### config.mk
export PLATFORM = sky130hd
export DESIGN_NAME = uart_job_deframer
export DESIGN_NICKNAME = d
export VERILOG_FILES = /design/src/rtl/uart_pkg.sv /design/src/rtl/uart_timeout_ctr.sv /design/src/rtl/uart_job_deframer.sv
export SDC_FILE = /design/constraint.sdc
export NUM_CORES = 2
export LEC_CHECK = 0
export ABC_AREA = 1
export BUFFER_PORTS_ARGS = -buffer_cell sky130_fd_sc_hd__buf_2
export CORE_AREA = 2 2 271 273
export CTS_CLUSTER_DIAMETER = 30
export DETAILED_ROUTE_END_ITERATION = 10
export DIE_AREA = 0 0 273 275
export PLACE_DENSITY = 0.7
export REMOVE_ABC_BUFFERS = 1
export SYNTH_ARGS = -nofsm -noshare
export SYNTH_HDL_FRONTEND = slang
export SYNTH_HIERARCHICAL = 1
export SYNTH_SLANG_ARGS = --single-unit
export TNS_END_PERCENT = 10
### constraint.sdc
create_clock -name clk -period 3.55 [get_ports clk]
set_clock_uncertainty 0.05 [all_clocks]
set_input_delay 0.355 -clock clk [delete_from_list [all_inputs] [get_ports clk]]
set_output_delay 0.355 -clock clk [all_outputs]
set_load 0.005 [all_outputs]
### src/rtl/uart_pkg.sv
// Shared encodings for the UART host-link framers: FSM states, error codes and the default sync marker.
package uart_pkg;

    typedef enum logic [2:0] {
        S_SYNC = 3'd0,
        S_CMD  = 3'd1,
        S_LEN  = 3'd2,
        S_PAY  = 3'd3,
        S_CSUM = 3'd4,
        S_HOLD = 3'd5
    } state_t;

    localparam logic [1:0] ERR_CSUM = 2'd1;
    localparam logic [1:0] ERR_LEN  = 2'd2;
    localparam logic [1:0] ERR_LINE = 2'd3;

    localparam logic [7:0] SYNC_BYTE_DEFAULT = 8'hA5;

endpackage

### src/rtl/uart_timeout_ctr.sv
// Inter-byte watchdog: counts enabled cycles since the last clear and flags expiry at TIMEOUT_CYCLES-1.
module uart_timeout_ctr #(
    parameter int TIMEOUT_CYCLES = 2000000
) (
    input  logic clk,
    input  logic rst,
    input  logic clear,
    input  logic enable,
    output logic expire
);
    localparam int CW = (TIMEOUT_CYCLES > 2) ? $clog2(TIMEOUT_CYCLES) : 1;
    localparam logic [CW-1:0] TC = CW'(TIMEOUT_CYCLES - 1);

    logic [CW-1:0] count;

    // Saturates at the terminal count so the counter can never wrap.
    always_ff @(posedge clk or negedge rst) begin
        if (!rst) begin
            count <= '0;
        end else if (clear) begin
            count <= '0;
        end else if (enable && (count != TC)) begin
            count <= count + CW'(1);
        end
    end

    assign expire = enable && !clear && (count == TC);

endmodule

### src/rtl/uart_job_deframer.sv
// Assembles [SYNC][CMD][LEN][payload][CSUM] host frames into one job word for the hashing core,
// checking length, XOR checksum and inter-byte timeout, with a valid/ready job port and error strobes.
//
// state  | meaning
// S_SYNC | hunting for the sync marker, other bytes dropped
// S_CMD  | expecting the command byte
// S_LEN  | expecting the payload length
// S_PAY  | collecting payload bytes
// S_CSUM | expecting the XOR checksum
// S_HOLD | job presented, waiting for the consumer
module uart_job_deframer
    import uart_pkg::*;
#(
    parameter int         MAX_PAYLOAD    = 84,
    parameter logic [7:0] SYNC_BYTE      = SYNC_BYTE_DEFAULT,
    parameter int         TIMEOUT_CYCLES = 2000000
) (
    input  logic                       clk,
    input  logic                       rst,
    input  logic                       rx_valid,
    input  logic [7:0]                 rx_data,
    input  logic                       rx_error,
    output logic                       job_valid,
    input  logic                       job_ready,
    output logic [7:0]                 job_cmd,
    output logic [7:0]                 job_len,
    output logic [8*MAX_PAYLOAD-1:0]   job_data,
    output logic                       err_valid,
    output logic [1:0]                 err_code
);
    localparam int         IW      = (MAX_PAYLOAD > 1) ? $clog2(MAX_PAYLOAD) : 1;
    localparam logic [7:0] MAX_LEN = 8'(MAX_PAYLOAD);

    state_t        state;
    logic [7:0]    csum;
    logic [IW-1:0] idx;
    logic          mid_frame;
    logic          byte_ok;
    logic          tmo_expire;

    assign mid_frame = (state == S_CMD) || (state == S_LEN) || (state == S_PAY) || (state == S_CSUM);
    // A line error on the same strobe poisons the byte.
    assign byte_ok   = rx_valid && !rx_error;

    uart_timeout_ctr #(
        .TIMEOUT_CYCLES(TIMEOUT_CYCLES)
    ) u_timeout (
        .clk    (clk),
        .rst    (rst),
        .clear  (rx_valid || !mid_frame),
        .enable (mid_frame),
        .expire (tmo_expire)
    );

    always_ff @(posedge clk or negedge rst) begin
        if (!rst) begin
            state     <= S_SYNC;
            csum      <= '0;
            idx       <= '0;
            job_valid <= 1'b0;
            job_cmd   <= '0;
            job_len   <= '0;
            job_data  <= '0;
            err_valid <= 1'b0;
            err_code  <= '0;
        end else begin
            err_valid <= 1'b0;
            if (mid_frame && (rx_error || tmo_expire)) begin
                err_valid <= 1'b1;
                err_code  <= ERR_LINE;
                state     <= S_SYNC;
            end else begin
                case (state)
                    S_SYNC: begin
                        if (byte_ok && (rx_data == SYNC_BYTE)) begin
                            csum  <= '0;
                            state <= S_CMD;
                        end
                    end
                    S_CMD: begin
                        if (byte_ok) begin
                            job_cmd <= rx_data;
                            csum    <= csum ^ rx_data;
                            state   <= S_LEN;
                        end
                    end
                    S_LEN: begin
                        if (byte_ok) begin
                            if ((rx_data == 8'd0) || (rx_data > MAX_LEN)) begin
                                err_valid <= 1'b1;
                                err_code  <= ERR_LEN;
                                state     <= S_SYNC;
                            end else begin
                                job_len  <= rx_data;
                                job_data <= '0;
                                idx      <= '0;
                                csum     <= csum ^ rx_data;
                                state    <= S_PAY;
                            end
                        end
                    end
                    S_PAY: begin
                        if (byte_ok) begin
                            job_data[{idx, 3'b000} +: 8] <= rx_data;
                            csum <= csum ^ rx_data;
                            idx  <= idx + IW'(1);
                            if (8'(idx) == (job_len - 8'd1)) begin
                                state <= S_CSUM;
                            end
                        end
                    end
                    S_CSUM: begin
                        if (byte_ok) begin
                            if (rx_data == csum) begin
                                job_valid <= 1'b1;
                                state     <= S_HOLD;
                            end else begin
                                err_valid <= 1'b1;
                                err_code  <= ERR_CSUM;
                                state     <= S_SYNC;
                            end
                        end
                    end
                    S_HOLD: begin
                        if (job_ready) begin
                            job_valid <= 1'b0;
                            state     <= S_SYNC;
                        end
                    end
                    default: state <= S_SYNC;
                endcase
            end
        end
    end

endmodule

==> results.md <==
Run status:
- The flow ran to the end, and the final reports show no timing, DRC or antenna violations.

Clock network:
- The total clock sinks is 731.
- Counting the buffers created by CTS gives 149.
- TritonCTS built the clock tree.
- The maximum buffer depth of the clock tree is 3.
- The clock latency on the worst-skew pair is 0.74 ns.
- After clock tree synthesis, the clock-pin slew on the worst setup and hold paths is 0.05 ns.
- In this run the number of H-tree levels came out at 4.
- CTS placed an instance of clkbuf_16 at the clock tree root.

Detailed routing:
- Wires add up to 139.0 mm.
- The first routing iteration left 3,725 violations.
- The first TritonRoute pass finished after 8 iterations.
- In this run the top signal layer used is met4.
- The number of nets still failing antenna checks after routing is 0.
- The final route contains 34,460 vias.
- The number of vias per cell is 5.602.
- The met2 wirelength from detailed routing is 64.54 mm.
- After detailed routing, the met3 layer carries 14.11 mm of wire.
- The routed metal-1 wire length is 52.80 mm.
- The routed wirelength normalized by instance count is 22.60 um.
- The DRC violation count after routing is 0.

Worst setup path:
- The path depth of the worst reg2reg path is 12.
- The signal on the critical path passes through buf_4 -> nor2_1 -> nand3_1 -> nand2_2 -> nand2_2 -> inv_2 -> nand2_1 -> clkinv_1 -> nand2_1 -> nor2_1 -> nand4_1 -> nand2_1.
- The most numerous cell on the critical path is nand2_1.
- The launching element type of the critical path is a flop.
- The maximum cell stage delay along the critical path is 0.50 ns.
- The kind of critical path is reg2reg.
- The required time reported for the critical path endpoint is 4.15 ns.
- The slowest stage of the critical path belongs to the cell nor2_1.
- The worst setup path is captured at a flop.
- At the worst endpoint, the arrival time is 4.09 ns.
- In this run the worst path has a maximum fanout of 17.

Worst hold path:
- The kind of path behind the tightest hold check is in2reg.
- The worst hold path was traced through 5 stages.

STA:
- The relative slew slack is 42.28%.
- On the final layout, the worst hold slack is 0.05649 ns.
- The time the worst path needs with I/O delays and setup is 3.484 ns.
- For the pin with the worst max-slew slack, the measured transition is 0.8658 ns.
- The final count of hold timing violations came to 0.
- After layout, the worst path uses 98.14% of the clock period.
- The fmax is 0.2870 GHz.
- The final number of max-transition violations is 0.
- The final setup TNS is 0 ns.
- The worst-case setup margin in the final layout is 0.06586 ns.
- The number of endpoints failing setup at the final stage is 0.
- Setup repair after global routing could not meet its margin everywhere.

Power:
- The power per unit of standard cell area is 654.9 nW/um^2.
- The total net switching power is 9.606 mW.
- The internal power of the cells totals 19.16 mW.
- Of the total power, the clock network draws 50.0%.
- The switching portion of total power is 33.39%.
- Summed over all cells, the static leakage comes to 24.19 nW.
- Per report_power, the combinational group accounts for 19.7% of the total.
- Across the VDD grid, the largest voltage drop is 0.5195 mV.
- The register share of total power is 30.3%.
- The power after layout is 28.76 mW.

GRT:
- The maximum number of pins on one net before global-route repair is 108.
- Summed over all layers, the global routing overflow is 0.
- The number of global-route vias before repair is 33,100.
- The global-route usage over all layers is 36.12%.
- The first global-routing pass estimated 203.6 mm of wire.
- The number of antenna violations at the first check in global routing was 0.

Cells and area:
- The fraction of final layout cells with drive strength greater than 1 is 22.53%.
- The final net count is 5,090.
- The area growth from synthesis to final layout is 30.51%.
- The number of antenna repair diodes is 0.
- The register cell area after layout is 18,290 um^2.
- The final cell count without fillers is 6,152.
- The count of filler cells inserted in the layout is 6,413.
- The multi-input gate area in the final layout is 13,900 um^2.

Floorplanning:
- Once the floorplan was initialized, standard cells occupied 46.52% of the core.
- The area of the die is 75,080 um^2.
- From left edge to right edge, the die measures 273 um.
- The core area is 72,340 um^2.
- The top-level port count is 705.
- The die extent in y is 275 um.
- After floorplanning, the core was divided into 99 placement rows.

Synth:
- In this run, synthesis produced a sequential element count of 731.
- The post-synthesis cell type count is 41.
- Counting flops with a built-in enable in the synthesized netlist gives 0.
- The most common cell in the synthesized netlist is nand2_1.
- In the post-synthesis netlist, the biggest area contributors are dfrtp_1, nand2_1, nand3_1.
- After synthesis, flip-flops and latches occupy 54.36% of the total area.
- The cell type with the largest total area after synthesis is dfrtp_1.
- The cell area that synthesis handed to floorplanning was 33,650 um^2.
- The top-area cell type share of the netlist area is 54.36%.
- Yosys printed 6 warnings.
- The fraction of registers with async set/reset is 100.0%.
- After synthesis, the most frequently instantiated cells are nand2_1, dfrtp_1, nor2_1.
- After synthesis, the mean cell area works out to 7.843 um^2.
- In the synthesized netlist the dominant register cell turns out to be dfrtp_1.
- In the synthesized netlist, the number of instances is 4,291.

Placed design:
- Summed over all nets, the half-perimeter wirelength after detailed placement is 98.09 mm.
- Port buffering added 704 buffers.
- Before CTS, the worst setup slack after placement is 0.07709 ns.
- Routability-driven placement finished with a final weighted congestion of 0.9536.
- Counting tap cells, the placed design contains a total of 5,869 instances.

Flow run:
- Max-cap violations in this run came to 0.
-- sequential cells by signal, summed over array words and instances (netlist names) --
register,count
job_len,8
job_cmd,8
idx,7
err_valid,1
job_valid,1
state,3
err_code,2
u_timeout/count,21
job_data,672
csum,8
-- through the flow --
step           util (%)  area (um^2)
2_1_floorplan         -        32760
3_3_place_gp      53.28        38540
3_5_place_dp      53.28        38540
4_1_cts           60.54        43790
5_1_grt           60.72        43920
6_report          60.72        43920
-- layout by cell type, fill, tap and decap left out, drive strengths merged, types with 4 or more instances in the layout --
| master | Yosys | final |
|---|---|---|
| nand2 | 1768 | 1771 |
| a21oi | 9 | 9 |
| clkinv | 6 | 55 |
| xor2 | 5 | 5 |
| ha | 7 | 7 |
| nor4 | 4 | 4 |
| nand4 | 186 | 186 |
| xnor2 | 7 | 7 |
| inv | 176 | 189 |
| clkinvlp | 0 | 15 |
| nor2 | 458 | 458 |
| nor3 | 55 | 55 |
| dfrtp | 731 | 731 |
| nand3 | 405 | 405 |
| or2 | 4 | 4 |
| bufinv | 0 | 17 |
| o21ai | 277 | 277 |
| clkbuf | 76 | 180 |
| buf | 109 | 809 |
-- timing repair --
item / 4_1_cts / 5_1_grt
setup buffers: 0 / 5
setup endpoints to repair: 0 / 548
resized for setup: 0 / 19
hold buffers: 1 / 0
hold endpoints to repair: 67 / 0
-- worst paths after layout --
path | from | endpoint | slack (ns)
setup / recovery | idx[1]$_DFFE_PN0P_ | job_data[337]$_DFFE_PN0P_ | 0.07
max in group asynchronous | rst | job_data[259]$_DFFE_PN0P_ | 2.18
hold / removal | job_ready | state[2]$_DFFE_PN0P_ | 0.06
hold reg to reg | job_data[488]$_DFFE_PN0P_ | job_data[488]$_DFFE_PN0P_ | 0.41
min in group asynchronous | rst | job_data[350]$_DFFE_PN0P_ | 0.27
setup reg to reg | idx[1]$_DFFE_PN0P_ | job_data[337]$_DFFE_PN0P_ | 0.07
-- final cells by class --
type	count	area share (%)
clock buffer	180	9.164
clock inverter	94	2.772
inverter	182	1.578
multi-input combinational	3196	31.65
sequential	731	41.65
tap	959	2.732
timing repair buffer	810	10.46
-- power by group through the flow --
stage	registers, mW	logic [mW]	clock network, mW
6_report	8.73	5.65	14.4
5_1_grt	8.74	6.03	14.9
4_1_cts	8.72	5.50	14.5
3_5_place_dp	8.84	5.47	0
3_3_place_gp	8.84	5.45	0
2_1_floorplan	8.83	2.74	0
-- metal layers --
| layer | vias up | global-route usage (%) |
|---|---|---|
| li1 | 15510 | - |
| met5 | - | 0 |
| met2 | 1994 | 57.77 |
| met3 | 429 | 9.514 |
| met4 | 0 | 19.50 |
| met1 | 16530 | 44.95 |
-- cell families (layout without fill, tap and decap cells) --
| kind of cell | after synthesis | in the layout | share of synthesized area (%) |
|---|---|---|---|
| flops | 731 | 731 | 54.36 |
| compound gates | 290 | 290 | 4.473 |
| buf+inv | 367 | 1266 | 4.692 |
| fa+ha+maj | 7 | 7 | 0.2602 |
| simple gates | 2884 | 2887 | 35.91 |
| xor+xnor | 12 | 12 | 0.3123 |
-- worst max-delay path, delay by kind of cell (launching register included) --
family / cells / cell delay, ns
flip-flops: 1 / 0.37
buffers and inverters: 3 / 0.88
AND/OR/NAND/NOR: 9 / 2.10
(Power assumes the default switching activity.)
